## src/rtl/fetch_buffer_if.sv

```systemverilog
// Port bundle for fetch_buffer: program-memory fetch side, redirect/stall controls and ID delivery.
interface fetch_buffer_if #(
  parameter int unsigned INST_W = 32,
  parameter int unsigned ADDR_W = 16,
  parameter int unsigned DEPTH  = 4
);
  localparam int unsigned CNT_W = $clog2(DEPTH + 1);

  logic              en;
  logic [ADDR_W-1:0] progmem_addr;
  logic [INST_W-1:0] progmem_data;
  logic              jump;
  logic [ADDR_W-1:0] jump_addr;
  logic              stall;
  logic              out_valid;
  logic [INST_W-1:0] out_inst;
  logic [ADDR_W-1:0] out_pc;
  logic [CNT_W-1:0]  count;

  modport master (
    input  en, progmem_data, jump, jump_addr, stall,
    output progmem_addr, out_valid, out_inst, out_pc, count
  );

  modport slave (
    output en, progmem_data, jump, jump_addr, stall,
    input  progmem_addr, out_valid, out_inst, out_pc, count
  );
endinterface

```

## src/rtl/fetch_buffer.sv

```systemverilog
// Instruction prefetch queue: issues program-memory reads and buffers {pc, inst} pairs for ID.
// Optional FETCH_BYPASS_EN: a response arriving at an empty queue is presented to ID the same cycle.
module fetch_buffer #(
  parameter int unsigned       INST_W   = 32,
  parameter int unsigned       ADDR_W   = 16,
  parameter int unsigned       DEPTH    = 4,
  parameter logic [ADDR_W-1:0] RESET_PC = '0
) (
  input logic            clk,
  input logic            rst_n,
  fetch_buffer_if.master bus
);
  localparam int unsigned CNT_W = $clog2(DEPTH + 1);
  localparam int unsigned PTR_W = $clog2(DEPTH);
  localparam int unsigned OCC_W = CNT_W + 1;

  typedef struct packed {
    logic [ADDR_W-1:0] pc;
    logic [INST_W-1:0] inst;
  } entry_t;

  logic [ADDR_W-1:0] pc_q, pc_d;
  logic [ADDR_W-1:0] issued_pc_q, issued_pc_d;
  logic              inflight_q, inflight_d;
  logic [PTR_W-1:0]  rd_ptr_q, rd_ptr_d;
  logic [PTR_W-1:0]  wr_ptr_q, wr_ptr_d;
  logic [CNT_W-1:0]  count_q, count_d;
  entry_t            mem_q [DEPTH];
  entry_t            mem_d [DEPTH];

  logic              jump_eff;
  logic              issue;
  logic              capture;
  logic              fifo_empty;
  logic              head_valid;
  logic              pop;
  logic              fifo_wr;
  logic              fifo_rd;
  logic [ADDR_W-1:0] fetch_addr;
  logic [OCC_W-1:0]  occupancy;
  entry_t            cap_entry;
  entry_t            head;

  // Issue only while queued plus in-flight entries leave room; a redirect always issues.
  always_comb begin
    jump_eff   = bus.en & bus.jump;
    fetch_addr = jump_eff ? bus.jump_addr : pc_q;
    occupancy  = OCC_W'(count_q) + OCC_W'(inflight_q);
    issue      = bus.en & (jump_eff | (occupancy < OCC_W'(DEPTH)));
    capture    = inflight_q & ~jump_eff;
    cap_entry  = '{pc: issued_pc_q, inst: bus.progmem_data};
    fifo_empty = (count_q == '0);
  end

  always_comb begin
`ifdef FETCH_BYPASS_EN
    head_valid = ~fifo_empty | capture;
    head       = fifo_empty ? cap_entry : mem_q[rd_ptr_q];
    pop        = bus.en & head_valid & ~bus.stall & ~jump_eff;
    fifo_rd    = pop & ~fifo_empty;
    // A bypassed response consumed this cycle never occupies a slot.
    fifo_wr    = capture & ~(pop & fifo_empty);
`else
    head_valid = ~fifo_empty;
    head       = mem_q[rd_ptr_q];
    pop        = bus.en & head_valid & ~bus.stall & ~jump_eff;
    fifo_rd    = pop;
    fifo_wr    = capture;
`endif
  end

  always_comb begin
    pc_d        = pc_q;
    issued_pc_d = issued_pc_q;
    inflight_d  = issue;
    rd_ptr_d    = rd_ptr_q;
    wr_ptr_d    = wr_ptr_q;
    count_d     = count_q;
    mem_d       = mem_q;
    if (issue) begin
      pc_d        = fetch_addr + ADDR_W'(1);
      issued_pc_d = fetch_addr;
    end
    if (jump_eff) begin
      rd_ptr_d = '0;
      wr_ptr_d = '0;
      count_d  = '0;
    end else begin
      if (fifo_wr) begin
        mem_d[wr_ptr_q] = cap_entry;
        wr_ptr_d        = wr_ptr_q + PTR_W'(1);
      end
      if (fifo_rd) begin
        rd_ptr_d = rd_ptr_q + PTR_W'(1);
      end
      count_d = count_q + CNT_W'(fifo_wr) - CNT_W'(fifo_rd);
    end
  end

  always_ff @(posedge clk or negedge rst_n) begin
    if (!rst_n) begin
      pc_q        <= RESET_PC;
      issued_pc_q <= RESET_PC;
      inflight_q  <= 1'b0;
      rd_ptr_q    <= '0;
      wr_ptr_q    <= '0;
      count_q     <= '0;
      mem_q       <= '{default: '0};
    end else begin
      pc_q        <= pc_d;
      issued_pc_q <= issued_pc_d;
      inflight_q  <= inflight_d;
      rd_ptr_q    <= rd_ptr_d;
      wr_ptr_q    <= wr_ptr_d;
      count_q     <= count_d;
      mem_q       <= mem_d;
    end
  end

  assign bus.progmem_addr = fetch_addr;
  assign bus.out_valid    = head_valid;
  assign bus.out_inst     = head_valid ? head.inst : '0;
  assign bus.out_pc       = head_valid ? head.pc : '0;
  assign bus.count        = count_q;
endmodule

```

## src/flat_wrapper.sv

```systemverilog
// flat-port wrapper written by rule: the top's interface ports become plain ports
module fetch_buffer_flat 
#(
  parameter int unsigned       INST_W   = 32,
  parameter int unsigned       ADDR_W   = 16,
  parameter int unsigned       DEPTH    = 4,
  parameter logic [ADDR_W-1:0] RESET_PC = '0
)
  (clk, rst_n, bus_en, bus_progmem_data, bus_jump, bus_jump_addr, bus_stall, bus_progmem_addr, bus_out_valid, bus_out_inst, bus_out_pc, bus_count);
  fetch_buffer_if #(.INST_W(INST_W), .ADDR_W(ADDR_W), .DEPTH(DEPTH)) bus_i ();
  input logic clk;
  input logic rst_n;
  input wire logic [$bits(bus_i.en)-1:0] bus_en;
  input wire logic [$bits(bus_i.progmem_data)-1:0] bus_progmem_data;
  input wire logic [$bits(bus_i.jump)-1:0] bus_jump;
  input wire logic [$bits(bus_i.jump_addr)-1:0] bus_jump_addr;
  input wire logic [$bits(bus_i.stall)-1:0] bus_stall;
  output wire logic [$bits(bus_i.progmem_addr)-1:0] bus_progmem_addr;
  output wire logic [$bits(bus_i.out_valid)-1:0] bus_out_valid;
  output wire logic [$bits(bus_i.out_inst)-1:0] bus_out_inst;
  output wire logic [$bits(bus_i.out_pc)-1:0] bus_out_pc;
  output wire logic [$bits(bus_i.count)-1:0] bus_count;
  assign bus_i.en = bus_en;
  assign bus_i.progmem_data = bus_progmem_data;
  assign bus_i.jump = bus_jump;
  assign bus_i.jump_addr = bus_jump_addr;
  assign bus_i.stall = bus_stall;
  assign bus_progmem_addr = bus_i.progmem_addr;
  assign bus_out_valid = bus_i.out_valid;
  assign bus_out_inst = bus_i.out_inst;
  assign bus_out_pc = bus_i.out_pc;
  assign bus_count = bus_i.count;
  fetch_buffer #(.INST_W(INST_W), .ADDR_W(ADDR_W), .DEPTH(DEPTH), .RESET_PC(RESET_PC)) u_core (.clk(clk), .rst_n(rst_n), .bus(bus_i));
endmodule
```

## config.mk

```make
export PLATFORM = sky130hd
export DESIGN_NAME = fetch_buffer_flat
export DESIGN_NICKNAME = d
export VERILOG_FILES = /design/src/rtl/fetch_buffer_if.sv /design/src/rtl/fetch_buffer.sv /design/src/flat_wrapper.sv
export SDC_FILE = /design/constraint.sdc
export NUM_CORES = 1
export LEC_CHECK = 0
export ABC_CLOCK_PERIOD_IN_PS = 2800
export BUFFER_PORTS_ARGS = -buffer_cell sky130_fd_sc_hd__buf_2
export CORE_AREA = 2 2 149 151
export CTS_CLUSTER_SIZE = 30
export DETAILED_ROUTE_END_ITERATION = 12
export DIE_AREA = 0 0 151 153
export PLACE_DENSITY_LB_ADDON = 0.25
export SLEW_MARGIN = 20
export SYNTH_ARGS = -nofsm -noshare
export SYNTH_HDL_FRONTEND = slang
export SYNTH_SLANG_ARGS = --single-unit
```

## constraint.sdc

```tcl
create_clock -name clk -period 2.8 [get_ports clk]
set_input_delay 0.28 -clock clk [delete_from_list [all_inputs] [get_ports clk]]
set_output_delay 0.28 -clock clk [all_outputs]
set_load 0.01 [all_outputs]
```

==> flow_summary.toml <==
[synth]
synth_enable_flop_cells = 0
synth_top_family_by_area = "multiplexers"
yosys.area_share.simple_pct = 7.72
synth_most_common_cell = "dfrtp_1"
synth-compound-area-share_pct = 2.48
syn_nets = 845
ys_seq_area_share_pct = 53.5
syn_avg_cell_area_sq_um = 13.9
ys_types = 45
synth_xor_area_share_pct = 1.05
ys_top_cells_by_area = "dfrtp_1, mux2_2, mux4_2, nor2b_1, mux2_1"
ys_top_cells_by_count = "dfrtp_1, mux2_2, mux4_2, nor2b_1, nor2_1"
yosysWarnings = 0
synthCells = 783
syn-cell-area_sq_um = 10900
netlist.area_leader.share_pct = 53.5
muxShareOfSynthArea_pct = 31.2
ys_ff_latch = 232
synthAdderAreaFrac_pct = 1.11
yosysTopAreaCell = "dfrtp_1"
synthFlopType = "dfrtp_1"
async_flop_share_pct = 100

[clock_network]
cts_max_level = 1
cts_root_buffer = "clkbuf_16"
cts_max_path_buffers = 3
path_clk_slew_ns = 0.06
clock-sinks = 232
cts_made_buffers = 26
cts_tree = "done"
insertion_delay_ns = 0.52

[flow_run]
drv_cap = 0

[timing]
rsz0062_at_grt = "no"
setup_viol = 0
fin_crit_sh_pct = 90.9
timing.slew.headroom_pct = 55.3
tightestPinTransition_ns = 0.652
clock_skew_ns = 0.0116
clock.fmax_ghz = 0.393
min_period_ns = 2.55
slew_viol_final = 0
fin_setup_tns_ns = 0
hold_violations = 0

[pwr]
ir_worst_vdd_uv = 667
cellLeakagePower_nw = 5.54
pwr-share-comb_pct = 40.8
power.share.clock_pct = 21.0
sw_frac_of_total_pct = 32.4
seqPwrFrac_pct = 38.2
p_switching_mw = 5.12
p_int_mw = 10.7
powerDensity_nw_per_um2 = 1240

[worst_setup_path]
worst-r2r-cell-count = 9
r2r-start = "u_core.bus.count[1]"
r2r_end = "u_core.pc_q[15]"
cp-startpoint = "u_core.rd_ptr_q[0]"
endpoint = "bus_out_inst[12]"
start_kind = "flip-flop"
crit_required_ns = 2.52
cp_data_arrival_time_ns = 2.27
path_class = "flip-flop to primary output"
worstPathMaxFanout = 19
worst-r2r-setup-slack_ns = 0.55
crit_path_end_kind = "primary output"

[global_routing]
antenna_found_initial = 0
grt_start_max_net_pins = 73
first_global_vias = 6843
gr-total-overflow = 0
globalRouteTotalUtil_pct = 19.6
grt_pass1_wl_mm = 36.1

[routing]
vias_per_cell = 5.49
vias = 6601
finalWirelength_mm = 22.1
ant_nets = 0
route.detailed.drc = 0
first_pass_iters = 4
drtIter0Drc = 276
wl_per_cell_um = 18.4

[final_layout]
nFillCells = 1735
postLayoutCellArea_sq_um = 12700
drive_above_1_share_pct = 45.4
utilization_pct = 59.1
syn_to_final_growth_pct = 16.9
nets = 966
n_antenna_cell = 0

[floorplan]
die_w_um = 151
boundaryPins = 121
initial_core_util_pct = 50.5
dieArea_sq_um = 23100
rows = 54
coreArea_sq_um = 21500
die-height_um = 153

[placement]
io_buffers = 120
hpwl_mm = 13.7
place_area_sq_um = 11800
place_congestion = 0.833

[outcome]
status = "finished clean"

[hold_path]
hold_path.class = "input port to flip-flop"
-- placed cells by master (no fill, tap or decap), types with 4 or more instances in the layout --
| master | instances |
|---|---|
| a31oi_1 | 4 |
| clkbuf_8 | 6 |
| a21oi_1 | 20 |
| nor2b_1 | 48 |
| inv_1 | 14 |
| nor2_1 | 47 |
| ha_1 | 8 |
| mux4_2 | 48 |
| mux2i_1 | 9 |
| nor3_2 | 4 |
| o21ai_1 | 5 |
| xnor2_1 | 10 |
| clkbuf_16 | 28 |
| nand3_1 | 9 |
| buf_2 | 119 |
| dfrtp_1 | 230 |
| buf_4 | 12 |
| nand4_1 | 6 |
| mux2_1 | 20 |
| clkbuf_1 | 7 |
| mux2_2 | 174 |
| buf_12 | 8 |
| nand2_2 | 4 |
| nand2_1 | 38 |
-- timing repair --
item	in CTS	in global routing
setup buffers	0	1
gates resized for setup	0	0
hold endpoints to repair	63	0
hold buffers	1	0
endpoints found under the setup margin	0	4
-- flip-flops by register name, indices dropped and copies added, names as in the netlist --
register,cells
u_core.pc_q,16
u_core.mem_q,192
u_core.issued_pc_q,16
u_core.wr_ptr_q,2
u_core.inflight_q,1
u_core.rd_ptr_q,2
u_core.bus.count,3
-- per-layer routing --
layer	up-vias	track usage [%]	share of wire [%]
li1	3035	-	-
met1	3390	28.7	47
met2	154	30.9	47
met3	22	3.04	4.6
met4	0	4.67	1.4
met5	-	0	0
-- how the worst min path moves through the flow --
stage                        startpoint                  end  slack (ns)  cells after the start
finish              bus_progmem_data[1]     u_core.mem_q[49]        0.03                      2
floorplan                         rst_n  u_core.bus.count[0]       -0.02                      0
detailed placement                rst_n    u_core.mem_q[159]        0.27                      1
CTS                 bus_progmem_data[1]     u_core.mem_q[49]       0.008                      2
global placement                  rst_n    u_core.mem_q[159]        0.27                      1
global route        bus_progmem_data[1]     u_core.mem_q[49]        0.02                      2
-- per-stage QoR --
step	power, mW	std cells	hold WS, ns	setup slack, ns
after floorplan	10.6	783	-0.0156	0.488
after global placement	12.4	1154	0.272	0.401
after detailed placement	12.6	1154	0.269	0.347
after CTS	16.0	1201	0.00804	0.0392
after global routing	16.9	1202	0.0182	0.154
final	15.8	1202	0.0291	0.254
-- cell type report --
class	instances	area, sq um	area share [%]
clock buffer	40	785	6.18
clock inverter	6	61.3	0.483
inverter	15	56.3	0.443
multi-input combinational	487	4740	37.3
sequential	232	5810	45.7
tap	280	350	2.76
timing repair buffer	142	896	7.05
-- critical path, cell delays in order (launching register included) --
cell and delay, ns:
dfrtp_4 0.65, buf_12 0.26, mux4_2 0.52, nor2b_1 0.15, buf_2 0.18
-- cell families (layout without fill, tap and decap cells) --
group	Yosys count	after routing
fa+ha+maj	9	9
compound gates	44	44
flops	232	232
simple gates	168	168
xor+xnor	13	13
buf+inv	64	203
mux	253	253
-- power groups by stage --
| stage | logic [mW] | registers (mW) | clock network (mW) |
|---|---|---|---|
| 6_report | 6.45 | 6.04 | 3.31 |
| 3_3_place_gp | 6.38 | 6.05 | 0 |
| 2_1_floorplan | 4.85 | 5.70 | 0 |
| 5_1_grt | 7.09 | 6.26 | 3.55 |
| 3_5_place_dp | 6.49 | 6.11 | 0 |
| 4_1_cts | 6.51 | 6.06 | 3.41 |
Note: power is estimated with default switching activity, not from simulation.
